### config.mk
export PLATFORM = sky130hd
export DESIGN_NAME = dec_bin_encoder
export DESIGN_NICKNAME = d
export VERILOG_FILES = /design/src/rtl/dec_bin_encoder.sv
export SDC_FILE = /design/constraint.sdc
export NUM_CORES = 1
export LEC_CHECK = 0
export CORE_MARGIN = 2
export CORE_UTILIZATION = 53
export CTS_BUF_LIST = sky130_fd_sc_hd__clkbuf_4 sky130_fd_sc_hd__clkbuf_8
export DETAILED_ROUTE_END_ITERATION = 7
export PLACE_DENSITY = 0.8
export SYNTH_ARGS = -nofsm -noshare
export SYNTH_HDL_FRONTEND = slang
export SYNTH_SLANG_ARGS = --single-unit
### constraint.sdc
create_clock -name clk -period 1.7 [get_ports clk]
set_clock_uncertainty 0.15 [all_clocks]
set_input_delay 0.34 -clock clk [delete_from_list [all_inputs] [get_ports clk]]
set_output_delay 0.34 -clock clk [all_outputs]
set_load 0.1 [all_outputs]
### src/rtl/dec_bin_encoder.sv
// Debounced priority encoder for 10 active-low decimal key lines.
// Emits one {code, multi} event per accepted press on a valid/ready handshake.
module dec_bin_encoder #(
    parameter int DEBOUNCE_CYCLES = 16,
    parameter int CNT_W           = 5
) (
    input  logic       clk,
    input  logic       rst_n,
    input  logic [9:0] key_n,
    input  logic       ready,
    output logic       valid,
    output logic [3:0] code,
    output logic       multi,
    output logic       busy
);

    typedef enum logic [1:0] {IDLE, DEBOUNCE, EMIT, RELEASE} state_t;

    localparam logic [CNT_W-1:0] CNT_LAST = CNT_W'(DEBOUNCE_CYCLES - 1);

    state_t           state;
    logic [CNT_W-1:0] cnt;
    logic [9:0]       snapshot;
    logic [9:0]       sync_p0;
    logic [9:0]       sync_p1;
    logic [9:0]       active;

    // Lowest set bit wins: scanning downward lets the smaller index overwrite.
    function automatic logic [3:0] enc(input logic [9:0] v);
        logic [3:0] r;
        r = 4'd0;
        for (int i = 9; i >= 0; i--) begin
            if (v[i]) r = 4'(i);
        end
        return r;
    endfunction

    function automatic logic more_than_one(input logic [9:0] v);
        return (v & (v - 10'd1)) != 10'd0;
    endfunction

    assign active = ~sync_p1;

    // Stage p0/p1: two-flop synchroniser on the asynchronous key lines
    always_ff @(posedge clk) begin
        if (!rst_n) begin
            sync_p0 <= 10'h3FF;
            sync_p1 <= 10'h3FF;
        end else begin
            sync_p0 <= key_n;
            sync_p1 <= sync_p0;
        end
    end

    // Debounce / handshake FSM on the synchronised lines
    always_ff @(posedge clk) begin
        if (!rst_n) begin
            state    <= IDLE;
            cnt      <= '0;
            snapshot <= '0;
            valid    <= 1'b0;
            code     <= 4'd0;
            multi    <= 1'b0;
            busy     <= 1'b0;
        end else begin
            case (state)
                IDLE: begin
                    if (active != 10'd0) begin
                        state    <= DEBOUNCE;
                        snapshot <= active;
                        cnt      <= '0;
                        busy     <= 1'b1;
                    end
                end
                DEBOUNCE: begin
                    if (active == 10'd0) begin
                        state <= IDLE;
                        busy  <= 1'b0;
                    end else if (active != snapshot) begin
                        snapshot <= active;
                        cnt      <= '0;
                    end else if (cnt == CNT_LAST) begin
                        state <= EMIT;
                        valid <= 1'b1;
                        code  <= enc(snapshot);
                        multi <= more_than_one(snapshot);
                    end else begin
                        cnt <= cnt + CNT_W'(1);
                    end
                end
                EMIT: begin
                    if (valid && ready) begin
                        valid <= 1'b0;
                        state <= RELEASE;
                        cnt   <= '0;
                    end
                end
                RELEASE: begin
                    // Any held line restarts the release window, so there is no auto-repeat.
                    if (active != 10'd0) begin
                        cnt <= '0;
                    end else if (cnt == CNT_LAST) begin
                        state <= IDLE;
                        busy  <= 1'b0;
                    end else begin
                        cnt <= cnt + CNT_W'(1);
                    end
                end
                default: begin
                    state <= IDLE;
                    busy  <= 1'b0;
                end
            endcase
        end
    end

endmodule

# After elaboration in Yosys (flattened, before gate mapping)

Index checks and enable logic that the tools add are counted.

Register bits: 44
Latch bits: 0
Bits in writable memories: 0
ROM bits: 0
Bits of input ports: 13
Output and inout port bits: 7
Word-level logic and storage cells: 84
Memories kept: 0

Add/sub/neg operators: 2
$mul: 0
Div/mod/pow operators: 0
Magnitude comparators: 0
Eq/ne operators: 16
Shifts and indexed selects: 0
Multiplexer cells: 39
Bitwise operators: 4
Reductions and logical operators: 14

Operators by type and width:

| operator                                                               | count |
|---|---|
| 4-bit two-way mux                                                      | 10 |
| 10-bit two-way mux                                                     | 3 |
| 5-bit two-way mux                                                      | 6 |
| 10-bit case mux with 2 select lines                                    | 1 |
| 5-bit case mux with 4 select lines                                     | 1 |
| 10-bit nonzero test                                                    | 2 |
| 2-bit inequality test (second input constant)                          | 9 |
| 2-bit two-way mux                                                      | 7 |
| 10-bit bitwise AND                                                     | 1 |
| 10-bit logical NOT                                                     | 1 |
| 10-bit inequality test                                                 | 1 |
| 10-bit inverter                                                        | 1 |
| 5-bit AND reduction                                                    | 2 |
| 10-bit by 1-bit subtractor with 10-bit output (second input constant)  | 1 |
| 1-bit two-way mux                                                      | 8 |
| 2-bit case mux with 4 select lines                                     | 1 |
| 4-bit AND reduction                                                    | 2 |
| 3-bit inequality test (second input constant)                          | 2 |
| 6-bit AND reduction                                                    | 1 |
| 5-bit by 1-bit adder with 5-bit output (second input constant)         | 1 |
| 5-bit by 4-bit equality test with 1-bit output (second input constant) | 1 |
| 2-bit equality test (second input constant)                            | 2 |
| 2-bit nonzero test                                                     | 2 |
| 1-bit case mux with 3 select lines                                     | 1 |
| other kinds (7)                                                        | 8 |

# Longest topological paths before layout

Word-level depth: 10
Depth in mapped cells: 7
Gate-level depth less buffers: 6

# Worst setup path after synthesis

OpenSTA, ideal clock, no wires.

Path kind: flip-flop to flip-flop
Start: register valid
End: register cnt[0]
Library setup time: 126 ps
Arrival time: 1805 ps
Required time: 1424 ps
Setup slack: -380 ps
Stages on the path, launching flop included: 5
Buffers on the path: 0
Clock period less this slack: 2080 ps
Cells stage by stage: dfxtp_1 a21oi_1 a311o_1 o211ai_1 o21ai_0

Word-level cells in the longest chain between the ends: 3

Ends and longest elaborated chain:

| element                                | RTL line | RTL |
|---|---|---|
| start: declaration                     | 11       | `output logic valid,` |
| start signal: assignment               | 61       | `valid <= 1'b0;` |
| start signal: assignment               | 84       | `valid <= 1'b1;` |
| start signal: assignment               | 93       | `valid <= 1'b0;` |
| 1-bit logical AND                      | 92       | `if (valid && ready) begin` |
| 2-bit inequality test (no source line) | -        |  |
| 3-bit AND reduction (no source line)   | -        |  |
| end signal: assignment                 | 88       | `cnt <= cnt + CNT_W'(1);` |
| end signal: assignment                 | 106      | `cnt <= cnt + CNT_W'(1);` |
| end: declaration                       | 22       | `logic [CNT_W-1:0] cnt;` |

No other way between the ends.
A chain may end at the register's enable or synchronous reset.

# Worst setup path in the final report

Start: register sync_p1[2]
End: register cnt[4]

Word-level cells in the longest chain between the ends: 5
Elaborated cells on any way between the ends: 11
Those cells by class: eq/ne (3); mux (4); bitwise (1); reduce/logical (3)

Ends and longest elaborated chain:

| element                            | RTL line | RTL |
|---|---|---|
| start: declaration                 | 25       | `logic [9:0] sync_p1;` |
| start signal: assignment           | 51       | `sync_p1 <= sync_p0;` |
| 10-bit inverter (*)                | 42       | `assign active = ~sync_p1;` |
| 10-bit inequality test             | 79       | `end else if (active != snapshot) begin` |
| 5-bit two-way mux                  | 79       |  |
| 5-bit two-way mux                  | 76       | `if (active == 10'd0) begin` |
| 5-bit case mux with 4 select lines | 66       | `case (state)` |

Every way passes the cells marked *; elsewhere a longest branch is shown, timed or not. The select of a mux whose other input is x is not followed.

==> impl_metrics.json <==
{
  "status": "complete, but fails checks",
  "violations": "negative setup slack",
  "cellLeakagePower_nw": 1.18,
  "fmax_mhz": 504,
  "worstPathRequired_ns": 1.80,
  "io-pin-count": 20,
  "final_nets": 297,
  "rows": 22,
  "dr.pass1.iters": 5,
  "cp.arrival_ns": 2.09,
  "synth_nets": 231,
  "grt_pass1_wl_mm": 9.00,
  "grtUsageTotal": 0.281,
  "postCtsHoldBufs": 0,
  "synthCells": 217,
  "relSlewSlack": 0.748,
  "grt-ovfl-total": 0,
  "cp-start-kind": "flip-flop",
  "n_antenna_cell": 0,
  "fin_crit_sh": 1.17,
  "ctsRootBufferMaster": "clkbuf_8",
  "cp-end-kind": "flip-flop",
  "wire_per_inst_microns": 20.3,
  "maxCapViolations": 0,
  "clockBufferDepth": 2,
  "core_sq_um": 3660,
  "drc": 0,
  "rsz0062_at_grt": "yes",
  "drt_iter0_markers": 259,
  "cts_tree": "done",
  "vias_per_cell": 6.23,
  "synth-seq-cells": 44,
  "dp_hpwl_mm": 3.43,
  "die_h_microns": 65.8,
  "final_common_cell": "buf_4",
  "wl_mm": 6.75,
  "path_clk_slew_ns": 0.09,
  "async_flop_share": 0,
  "most-common-layout-cells": "buf_4 (44), nand2b_1 (23), dfxtp_1 (23)",
  "setup_violations": 21,
  "synth.avg_cell_area_sq_um": 9.32,
  "multi_input_comb_area_sq_um": 1300,
  "worst_slack_ns": -0.286,
  "dieWidth_microns": 65.8,
  "die-area_sq_um": 4330,
  "worstHoldPathType": "reg -> reg",
  "ys_warn_count": 0,
  "antenna_found_initial": 0,
  "clkLatencyLatePin_ns": 0.31,
  "numPortBuffers": 19,
  "finalCriticalPeriod_ns": 1.99,
  "drive_above_1_share": 0.447,
  "numCtsBuffers": 5,
  "detail-route-antenna-nets": 0,
  "grt_max_degree": 28,
  "htree_levels": 2,
  "cp_max_fo": 4,
  "holdWs_ns": 0.260,
  "area_delta_synth_final_pct": 50.2,
  "register_area_sq_um": 925,
  "syn_area_sq_um": 2020,
  "synth_flop_cell": "dfxtp_1",
  "hold_viol_final": 0,
  "nFillCells": 184,
  "clock_sinks": 44,
  "gp_congestion": 0.941,
  "preCtsSetupSlack_ns": -0.192,
  "ir_worst_vdd_mv": 0.628,
  "finish.utilization": 0.830,
  "initial_utilization": 0.553,
  "grt_pass1_vias": 1929,
  "ys_seq_area_frac": 0.435,
  "setup_tns_ns": -4.27,
  "via_count": 2070,
  "worst_pin_slew_ns": 0.375,
  "drv_slew": 0,
  "ys_types": 46,
  "p_per_area_nw_per_um2": 796,
  "criticalPathCategory": "reg -> reg",
  "synth_edf_count": 0
}
## layout make-up
type	count	share of cell area
Inverter	7	0.00865
Tap cell	48	0.0198
Timing Repair Buffer	67	0.209
Multi-Input combinational cell	158	0.428
Clock buffer	6	0.0251
Clock inverter	2	0.00535
Sequential cell	44	0.304
## Yosys cell counts (2+ instances only)
cell | n | area, sq um
o21ai_0 | 13 | 65.1
o32ai_1 | 2 | 17.5
clkbuf_1 | 2 | 7.51
dfxtp_1 | 44 | 881
inv_1 | 6 | 22.5
o21a_1 | 2 | 15.0
maj3_1 | 2 | 20.0
a21oi_1 | 12 | 60.1
nor2_1 | 7 | 26.3
buf_2 | 2 | 10.0
nand4_1 | 6 | 37.5
a31oi_1 | 3 | 18.8
mux2i_1 | 8 | 80.1
nor4_1 | 2 | 12.5
nand2_1 | 14 | 52.6
nand3_1 | 9 | 45.0
nand2b_1 | 23 | 144
o311a_2 | 2 | 22.5
or3_1 | 2 | 12.5
buf_4 | 2 | 15.0
or2b_1 | 7 | 52.6
o211ai_1 | 2 | 15.0
and4_1 | 2 | 17.5
nor3_1 | 7 | 35.0
or2_2 | 3 | 18.8
xor2_1 | 10 | 87.6
a311o_1 | 4 | 40.0
## per-layer routing
metal / GRT usage / share of wire / wire length, microns
met1: 0.315 / 0.38 / 2560
met2: 0.473 / 0.48 / 3260
met3: 0.0835 / 0.079 / 536
met4: 0.154 / 0.058 / 394
met5: 0 / 0 / 0
## timing repair
action | 4_1_cts | 5_1_grt
setup endpoints to repair | 22 | 23
pin swaps | 16 | 19
gates resized for setup | 31 | 41
setup buffers | 7 | 4
## sequential cells by signal, summed over array words and instances (netlist names), named ones only
| register | flops |
|---|---|
| valid | 1 |
| state | 1 |
| cnt | 5 |
| snapshot | 10 |
| multi | 1 |
| busy | 1 |
| code | 4 |
| sync_p0 | 10 |
| sync_p1 | 10 |
## metrics by stage
step                      power, mW  std cells  area (sq um)
after floorplan                1.41        217          2050
after global placement         1.56        313          2590
after detailed placement       1.57        313          2590
after CTS                      2.29        328          2840
after global routing           2.50        332          3040
final                          2.42        332          3040
## path summary, 6_finish.rpt
kind / start / slack [ns] / to / depth (start not counted)
setup / recovery: sync_p1[2]$_SDFF_PN1_ / -0.29 / cnt[4]$_SDFFE_PN0P_ / 8
hold / removal: sync_p0[1]$_SDFF_PN1_ / 0.26 / sync_p1[1]$_SDFF_PN1_ / 1
setup reg to reg: sync_p1[2]$_SDFF_PN1_ / -0.29 / cnt[4]$_SDFFE_PN0P_ / 8
hold reg to reg: sync_p0[1]$_SDFF_PN1_ / 0.26 / sync_p1[1]$_SDFF_PN1_ / 1
## report_power, final
part	internal [mW]	switching, mW
Sequential	1.07	0.0486
Clock	0.309	0.397
Combinational	0.282	0.314
## critical path, stage by stage (launching register included)
cell	delay, ns
dfxtp_2	0.43
xor2_2	0.22
nand4_1	0.21
buf_4	0.21
nor3_4	0.23
buf_4	0.18
buf_6	0.08
nand3_2	0.07
a21oi_2	0.15
## cells by family (layout without fill, tap and decap cells)
group / Yosys count / after routing / share of synthesized area
fa+ha+maj: 4 / 4 / 0.0216
mux: 8 / 8 / 0.0396
xor+xnor: 10 / 10 / 0.0433
compound gates: 44 / 44 / 0.142
buf+inv: 15 / 82 / 0.0396
simple gates: 92 / 92 / 0.279
flops: 44 / 44 / 0.435
Note: power is estimated with default switching activity, not from simulation.
